### src/rtl/univ_shift_reg.sv
// Universal shift register: shift/rotate/ASR/load/clear, single-step or counted
// multi-step runs with busy/done, serial out and a saturating fill counter.
module univ_shift_reg #(
    parameter int               WIDTH     = 8,
    parameter logic [WIDTH-1:0] RESET_VAL = '0,
    localparam int              AW        = $clog2(WIDTH + 1)
) (
    input  logic             clk,
    input  logic             rstn,
    input  logic             en,
    input  logic [2:0]       mode,
    input  logic             d,
    input  logic [WIDTH-1:0] load_val,
    input  logic             start,
    input  logic [AW-1:0]    amt,
    output logic [WIDTH-1:0] out,
    output logic             sout,
    output logic             busy,
    output logic             done,
    output logic [AW-1:0]    fill,
    output logic             full
);

    typedef enum logic {S_IDLE, S_RUN} state_t;

    localparam logic [2:0] M_HOLD  = 3'd0;
    localparam logic [2:0] M_SHL   = 3'd1;
    localparam logic [2:0] M_SHR   = 3'd2;
    localparam logic [2:0] M_ROL   = 3'd3;
    localparam logic [2:0] M_ROR   = 3'd4;
    localparam logic [2:0] M_ASR   = 3'd5;
    localparam logic [2:0] M_LOAD  = 3'd6;
    localparam logic [2:0] M_CLEAR = 3'd7;

    localparam logic [AW-1:0] W_MAX = AW'(WIDTH);

    state_t           r_state, w_state_nxt;
    logic [AW-1:0]    r_cnt, w_cnt_nxt;
    logic [AW-1:0]    r_fill, w_fill_nxt, w_fill_inc;
    logic [AW-1:0]    w_amt_clamp;
    logic [2:0]       r_mode, w_mode_nxt, w_step_mode;
    logic [WIDTH-1:0] r_out, w_out_nxt;
    logic             r_sout, w_sout_nxt;
    logic             r_done, w_done_nxt;
    logic             w_do_step, w_degen;

    assign w_amt_clamp = (amt > W_MAX) ? W_MAX : amt;
    assign w_fill_inc  = (r_fill == W_MAX) ? r_fill : r_fill + AW'(1);

    // Zero-length runs and non-shifting modes complete in IDLE.
    assign w_degen = (amt == '0) || (mode == M_HOLD) ||
                     (mode == M_LOAD) || (mode == M_CLEAR);

    always_comb begin
        w_state_nxt = r_state;
        w_cnt_nxt   = r_cnt;
        w_mode_nxt  = r_mode;
        w_done_nxt  = 1'b0;
        w_do_step   = 1'b0;
        w_step_mode = mode;
        unique case (r_state)
            S_IDLE: begin
                if (start) begin
                    if (w_degen) begin
                        w_done_nxt = 1'b1;
                        w_do_step  = (mode == M_LOAD) ||
                                     (mode == M_CLEAR);
                    end else begin
                        w_state_nxt = S_RUN;
                        w_cnt_nxt   = w_amt_clamp;
                        w_mode_nxt  = mode;
                    end
                end else begin
                    w_do_step = en;
                end
            end
            S_RUN: begin
                w_step_mode = r_mode;
                w_do_step   = 1'b1;
                w_cnt_nxt   = r_cnt - AW'(1);
                if (r_cnt == AW'(1)) begin
                    w_state_nxt = S_IDLE;
                    w_done_nxt  = 1'b1;
                end
            end
            default: w_state_nxt = S_IDLE;
        endcase
    end

    always_comb begin
        w_out_nxt  = r_out;
        w_sout_nxt = r_sout;
        w_fill_nxt = r_fill;
        if (w_do_step) begin
            unique case (w_step_mode)
                M_HOLD: ;
                M_SHL: begin
                    w_out_nxt  = {r_out[WIDTH-2:0], d};
                    w_sout_nxt = r_out[WIDTH-1];
                    w_fill_nxt = w_fill_inc;
                end
                M_SHR: begin
                    w_out_nxt  = {d, r_out[WIDTH-1:1]};
                    w_sout_nxt = r_out[0];
                    w_fill_nxt = w_fill_inc;
                end
                M_ROL: begin
                    w_out_nxt  = {r_out[WIDTH-2:0], r_out[WIDTH-1]};
                    w_sout_nxt = r_out[WIDTH-1];
                end
                M_ROR: begin
                    w_out_nxt  = {r_out[0], r_out[WIDTH-1:1]};
                    w_sout_nxt = r_out[0];
                end
                M_ASR: begin
                    w_out_nxt  = {r_out[WIDTH-1], r_out[WIDTH-1:1]};
                    w_sout_nxt = r_out[0];
                end
                M_LOAD: begin
                    w_out_nxt  = load_val;
                    w_fill_nxt = W_MAX;
                end
                M_CLEAR: begin
                    w_out_nxt  = '0;
                    w_fill_nxt = '0;
                end
                default: ;
            endcase
        end
    end

    always_ff @(posedge clk or negedge rstn) begin
        if (!rstn) begin
            r_state <= S_IDLE;
            r_cnt   <= '0;
            r_mode  <= M_HOLD;
            r_out   <= RESET_VAL;
            r_sout  <= 1'b0;
            r_done  <= 1'b0;
            r_fill  <= '0;
        end else begin
            r_state <= w_state_nxt;
            r_cnt   <= w_cnt_nxt;
            r_mode  <= w_mode_nxt;
            r_out   <= w_out_nxt;
            r_sout  <= w_sout_nxt;
            r_done  <= w_done_nxt;
            r_fill  <= w_fill_nxt;
        end
    end

    assign out  = r_out;
    assign sout = r_sout;
    assign busy = (r_state == S_RUN);
    assign done = r_done;
    assign fill = r_fill;
    assign full = (r_fill == W_MAX);

endmodule

### config.mk
export PLATFORM = sky130hd
export DESIGN_NAME = univ_shift_reg
export DESIGN_NICKNAME = d
export VERILOG_FILES = /design/src/rtl/univ_shift_reg.sv
export SDC_FILE = /design/constraint.sdc
export NUM_CORES = 1
export LEC_CHECK = 0
export BUFFER_PORTS_ARGS = -buffer_cell sky130_fd_sc_hd__clkbuf_2
export CAP_MARGIN = 20
export CORE_AREA = 2 2 62 64
export DETAILED_ROUTE_END_ITERATION = 6
export DIE_AREA = 0 0 64 66
export PLACE_DENSITY_LB_ADDON = 0.12
export SLEW_MARGIN = 20
export SYNTH_ARGS = -nofsm -noshare
export SYNTH_HDL_FRONTEND = slang
export SYNTH_SLANG_ARGS = --single-unit
### constraint.sdc
create_clock -name clk -period 4.4 [get_ports clk]
set_input_delay 0.44 -clock clk [delete_from_list [all_inputs] [get_ports clk]]
set_output_delay 0.44 -clock clk [all_outputs]
set_load 0.005 [all_outputs]
# == Yosys cells after proc, flatten, opt, wreduce, memory -nomap -nowiden ==
# Index checks and enable logic that the tools add are counted.
# totals
register_bits,22
latch_bits,0
mem_bits_rw,0
rom_bits,0
inputBits,20
output_inout_bits,16
elab_cells,67
memories,0
# op_classes
n_addsub,2
mul,0
div,0
n_lt_le_gt_ge,1
eq_ne,14
shift,0
muxes,20
bitwise_logic,3
n_reduce_logical,19
# ops
op,count
$pmux 8 s7,1
$eq 3x3->1 const B,6
$mux 4,4
$pmux 4 s3,1
$reduce_and 3->1,3
$mux 1,8
$pmux 1 s2,4
$pmux 4 s2,1
$reduce_bool 7->1,1
$eq 3x2->1 const B,2
$ne 2x2->1 const B,3
$reduce_and 2->1,3
$reduce_bool 6->1,1
$add 4x1->4 const B,1
$eq 4x1->1 const B,1
$eq 4x4->1 const B,1
$gt 4x4->1 const B,1
$logic_not 4->1,1
$logic_or 1x1->1,4
$reduce_or 2->1,2
$sub 4x1->4 const B,1
$eq 3x1->1 const B,1
$logic_not 3->1,1
$mux 3,1
4 further kinds,6

# == Depth between registers and ports, before layout ==
# depth
ltp_word,8
depth_mapped,7
mapped_depth_nobuf,6

# == Worst setup path after synthesis ==
# No wires, ideal clock.
# synth_timing
kind,reg-to-reg
startpoint,"register r_state, in the netlist busy"
endpoint,"register r_out[0], in the netlist out[0]"
setup_time_ns,0.126
t_arrival_ns,1.561
required_time_ns,4.274
setup_slack_ns,2.713
stages_incl_launch_ff,8
n_path_buf,3
period_less_slack_ns,1.687
cell_sequence,dfrtp_1 -> buf_6 -> buf_6 -> mux2_4 -> buf_6 -> nand2_2 -> o22ai_1 -> o32a_1
# synth_via
elab_chain_cells,4
word_cells_on_any_way,13
classes_between,eq/ne: 7; mux: 3; bitwise: 1; reduce/logical: 2
# synth_rtl
element,line,rtl
"start, declared",37,"state_t r_state, w_state_nxt;"
"start signal, assigned",142,r_state <= w_state_nxt;
$mux 3,61,unique case (r_state)
$eq 3x3->1 (tied with other cells),95,unique case (w_step_mode)
$reduce_bool 7->1 (no line),-,
$reduce_and 2->1 (no line),-,
"end signal, assigned",145,r_out <= w_out_nxt;
"end, declared",42,"logic [WIDTH-1:0] r_out, w_out_nxt;"
# Parallel ways exist; a longest one is shown, timed or not.
# A chain may end at the register's enable or synchronous reset.

# == Final worst setup path ==
# layout_timing
startpoint,"register r_state, in the netlist busy"
endpoint,"register r_out[5], in the netlist out[5]"
# The elaborated chain is that of the path after synthesis.

==> flow_summary_export.csv <==
group,metric,value,unit
sta,clock.fmax,0.398,GHz
place,dp_cells,236,
sta,hold_viol,0,
worst_setup_path,endpoint_kind,"flop",
power_and_ir_drop,cellLeakagePower,0.786,nW
global_route,met3_usage,3.24,%
die,rows,22,
place,placed_cell_area,1710,sq um
logic_synthesis,avgSynthCellArea,9.58,sq um
worst_setup_path,worstPathArrival,2.72,ns
worst_setup_path,startpoint_type,"flop",
layout,final_nets,217,
global_route,first_global_vias,1383,
logic_synthesis,ys_async_sr_fraction,100,%
die,fp.dieArea,4220,sq um
clocking,cts_sinks,22,
detailed_routing,wl_per_cell,15.7,um
worst_setup_path,reg2reg_slack,1.89,ns
die,initial_core_util,43.4,%
layout,fillers,351,
clocking,cts_buffers,3,
layout,n_antenna_cell,0,
worst_setup_path,crit_type,"reg2reg",
detailed_routing,vias,1397,
power_and_ir_drop,peakVddDrop,0.000322,V
detailed_routing,drt-total-wl,3760,um
logic_synthesis,synth_warnings,0,
global_route,grt_max_degree,23,
worst_setup_path,r2r-start,"busy$_DFF_PN0_",
global_route,grt_usage,19.3,%
clocking,postCtsSetupRepairBufs,0,
global_route,grt_pass1_wl,6420,um
clocking,clock_tree.root_cell,"clkbuf_4",
die,die_w,64,um
sta,relSlewSlack,52.0,%
sta,period_minus_slack,2.51,ns
place,place_congestion,0.954,
logic_synthesis,ys_types,51,
logic_synthesis,yosysTopAreaCell,"dfrtp_1",
layout,post-route-util,48.9,%
die,ios,36,
detailed_routing,dr.pass1.iters,4,
worst_setup_path,crit_fanout,15,
worst_setup_path,cp.required,4.61,ns
power_and_ir_drop,fin_total_pwr,0.00138,W
die,fp.dieH,66,um
global_route,grt_busiest_layer,"met2",
layout,stdcell_count,239,
status,outcome,"completed",
sta,layout_worst_path_cycle_share,57.1,%
sta,setup_viol,0,
sta,tightestPinTransition,0.706,ns
flow_run,max_cap_violations,0,
logic_synthesis,syn_nets,185,
sta,grt_setup_unrepaired,"false",
power_and_ir_drop,p_per_area,793,nW/um^2
logic_synthesis,netlist_area,1540,sq um
global_route,antenna_found_initial,0,
logic_synthesis,yosys_most_used_dff,"dfrtp_1",
global_route,grt_util_met2,32.7,%
detailed_routing,viasPerCell,5.85,
sta,tns,0,ns
logic_synthesis,synthCells,161,
global_route,grt_use_met1,24.9,%
place,io_buffers,35,
detailed_routing,drc,0,
die,core-area,3550,sq um
logic_synthesis,synth_top_cell_area_share,35.7,%
global_route,grt-ovfl-total,0,
clocking,insertion_delay,0.31,ns
sta,finClkSkew,0.00140,ns
worst_setup_path,reg2reg_to,"out[5]$_DFFE_PN0P_",
detailed_routing,postRouteAntennaNets,0,
logic_synthesis,ys_seq_area_share,35.7,%
clocking,hold_buffers,0,
logic_synthesis,synth_edf_count,0,
detailed_routing,drtIter0Drc,97,
clocking,cts_resized,0,
logic_synthesis,synth_area_leaders,"dfrtp_1 36%, nand3_1 3.9%, mux2_4 3.9%, a31oi_1 3.2%, ha_1 3.2%",
clocking,clockBufferDepth,2,
clocking,htreeDepth,1,
logic_synthesis,synthTopCellsByCount,"22 x dfrtp_1, 13 x nand2_1, 12 x nand3_1, 10 x o21ai_0, 8 x a31oi_1",
layout,syn_to_final_growth,12.6,%
clocking,clkTransAtPathRegs,0.12,ns
logic_synthesis,synth_seq_cells,22,
clocking,cts_tree,"yes",
place,dp_hpwl,2840,um
min_path,min_path_type,"in2async",
logic_synthesis,synth.most_common_cell,"dfrtp_1",
sta,maxSlewViolCount,0,
worst_setup_path,reg2regPathDepth,4,
layout,design_area,1740,sq um
layout,layout-drive-gt1-share,30.4,%
## metal layers
metal	vias up	share of wire [%]	wire (um)
li1	673	-	-
met1	679	43	1620
met2	39	51	1910
met3	6	4.5	168
met4	0	1.4	53
met5	-	0	0
## worst max path at each step
stage              startpoint                 end  slack, ns  depth (start not counted)
6_report       busy$_DFF_PN0_  out[5]$_DFFE_PN0P_       1.89                          4
5_1_grt        busy$_DFF_PN0_  out[5]$_DFFE_PN0P_       1.69                          4
4_1_cts        busy$_DFF_PN0_  out[5]$_DFFE_PN0P_       1.87                          4
3_5_place_dp   busy$_DFF_PN0_  out[5]$_DFFE_PN0P_       1.88                          4
3_3_place_gp   busy$_DFF_PN0_  out[5]$_DFFE_PN0P_       2.00                          4
2_1_floorplan  busy$_DFF_PN0_  out[0]$_DFFE_PN0P_       2.71                          7
## critical path, stage by stage, from the launching register on
cell,delay (ns)
dfrtp_1,0.78
mux2i_2,0.70
nand3_2,0.27
and2_1,0.33
mux2_4,0.32
## logic make-up after synthesis
| kind of cell | after synthesis | share of synthesized area [%] |
|---|---|---|
| AND/OR/NAND/NOR | 54 | 18.7 |
| flip-flops | 22 | 35.7 |
| XOR/XNOR | 3 | 1.70 |
| multiplexers | 13 | 11.8 |
| adder cells (fa/ha/maj) | 4 | 3.24 |
| AO/OA/AOI/OAI | 50 | 23.0 |
| buffers and inverters | 15 | 5.84 |
## sequential cells by signal, indices dropped and copies added (netlist names)
signal,cells
out,8
done,1
fill,4
r_cnt,4
sout,1
r_mode,3
busy,1
## cells in the final DEF (no fill, tap or decap), drive strengths merged, types with 7 or more instances in the layout
cell type  instances
dfrtp             22
nand3             13
a21oi              8
nor2               7
nand2             15
o21ai             11
clkbuf            38
a31oi              8
mux2               7
inv                7
## layout make-up
class | count | area [sq um] | share of cell area [%]
clock buffers | 3 | 22.5 | 1.30
inverters | 7 | 26.3 | 1.51
multi-input cells | 124 | 902 | 51.9
flip-flops and latches | 22 | 551 | 31.7
well taps | 48 | 60.1 | 3.46
repair buffers | 35 | 175 | 10.1
## through the flow
| step | hold WS, ns | setup slack [ns] |
|---|---|---|
| finish | 0.0984 | 1.89 |
| global route | 0.131 | 1.69 |
| CTS | 0.122 | 1.87 |
| detailed placement | 0.462 | 1.88 |
| global placement | 0.455 | 2.00 |
| floorplan | 0.144 | 2.71 |
## report_power, final
part           leakage (nW)  internal, W  switching, W  total [W]
combinational         0.508     0.000386      0.000447   0.000833
sequential            0.264     0.000309      0.000140   0.000449
clock                0.0138    0.0000320     0.0000626  0.0000946
Note: power is estimated with default switching activity, not from simulation.
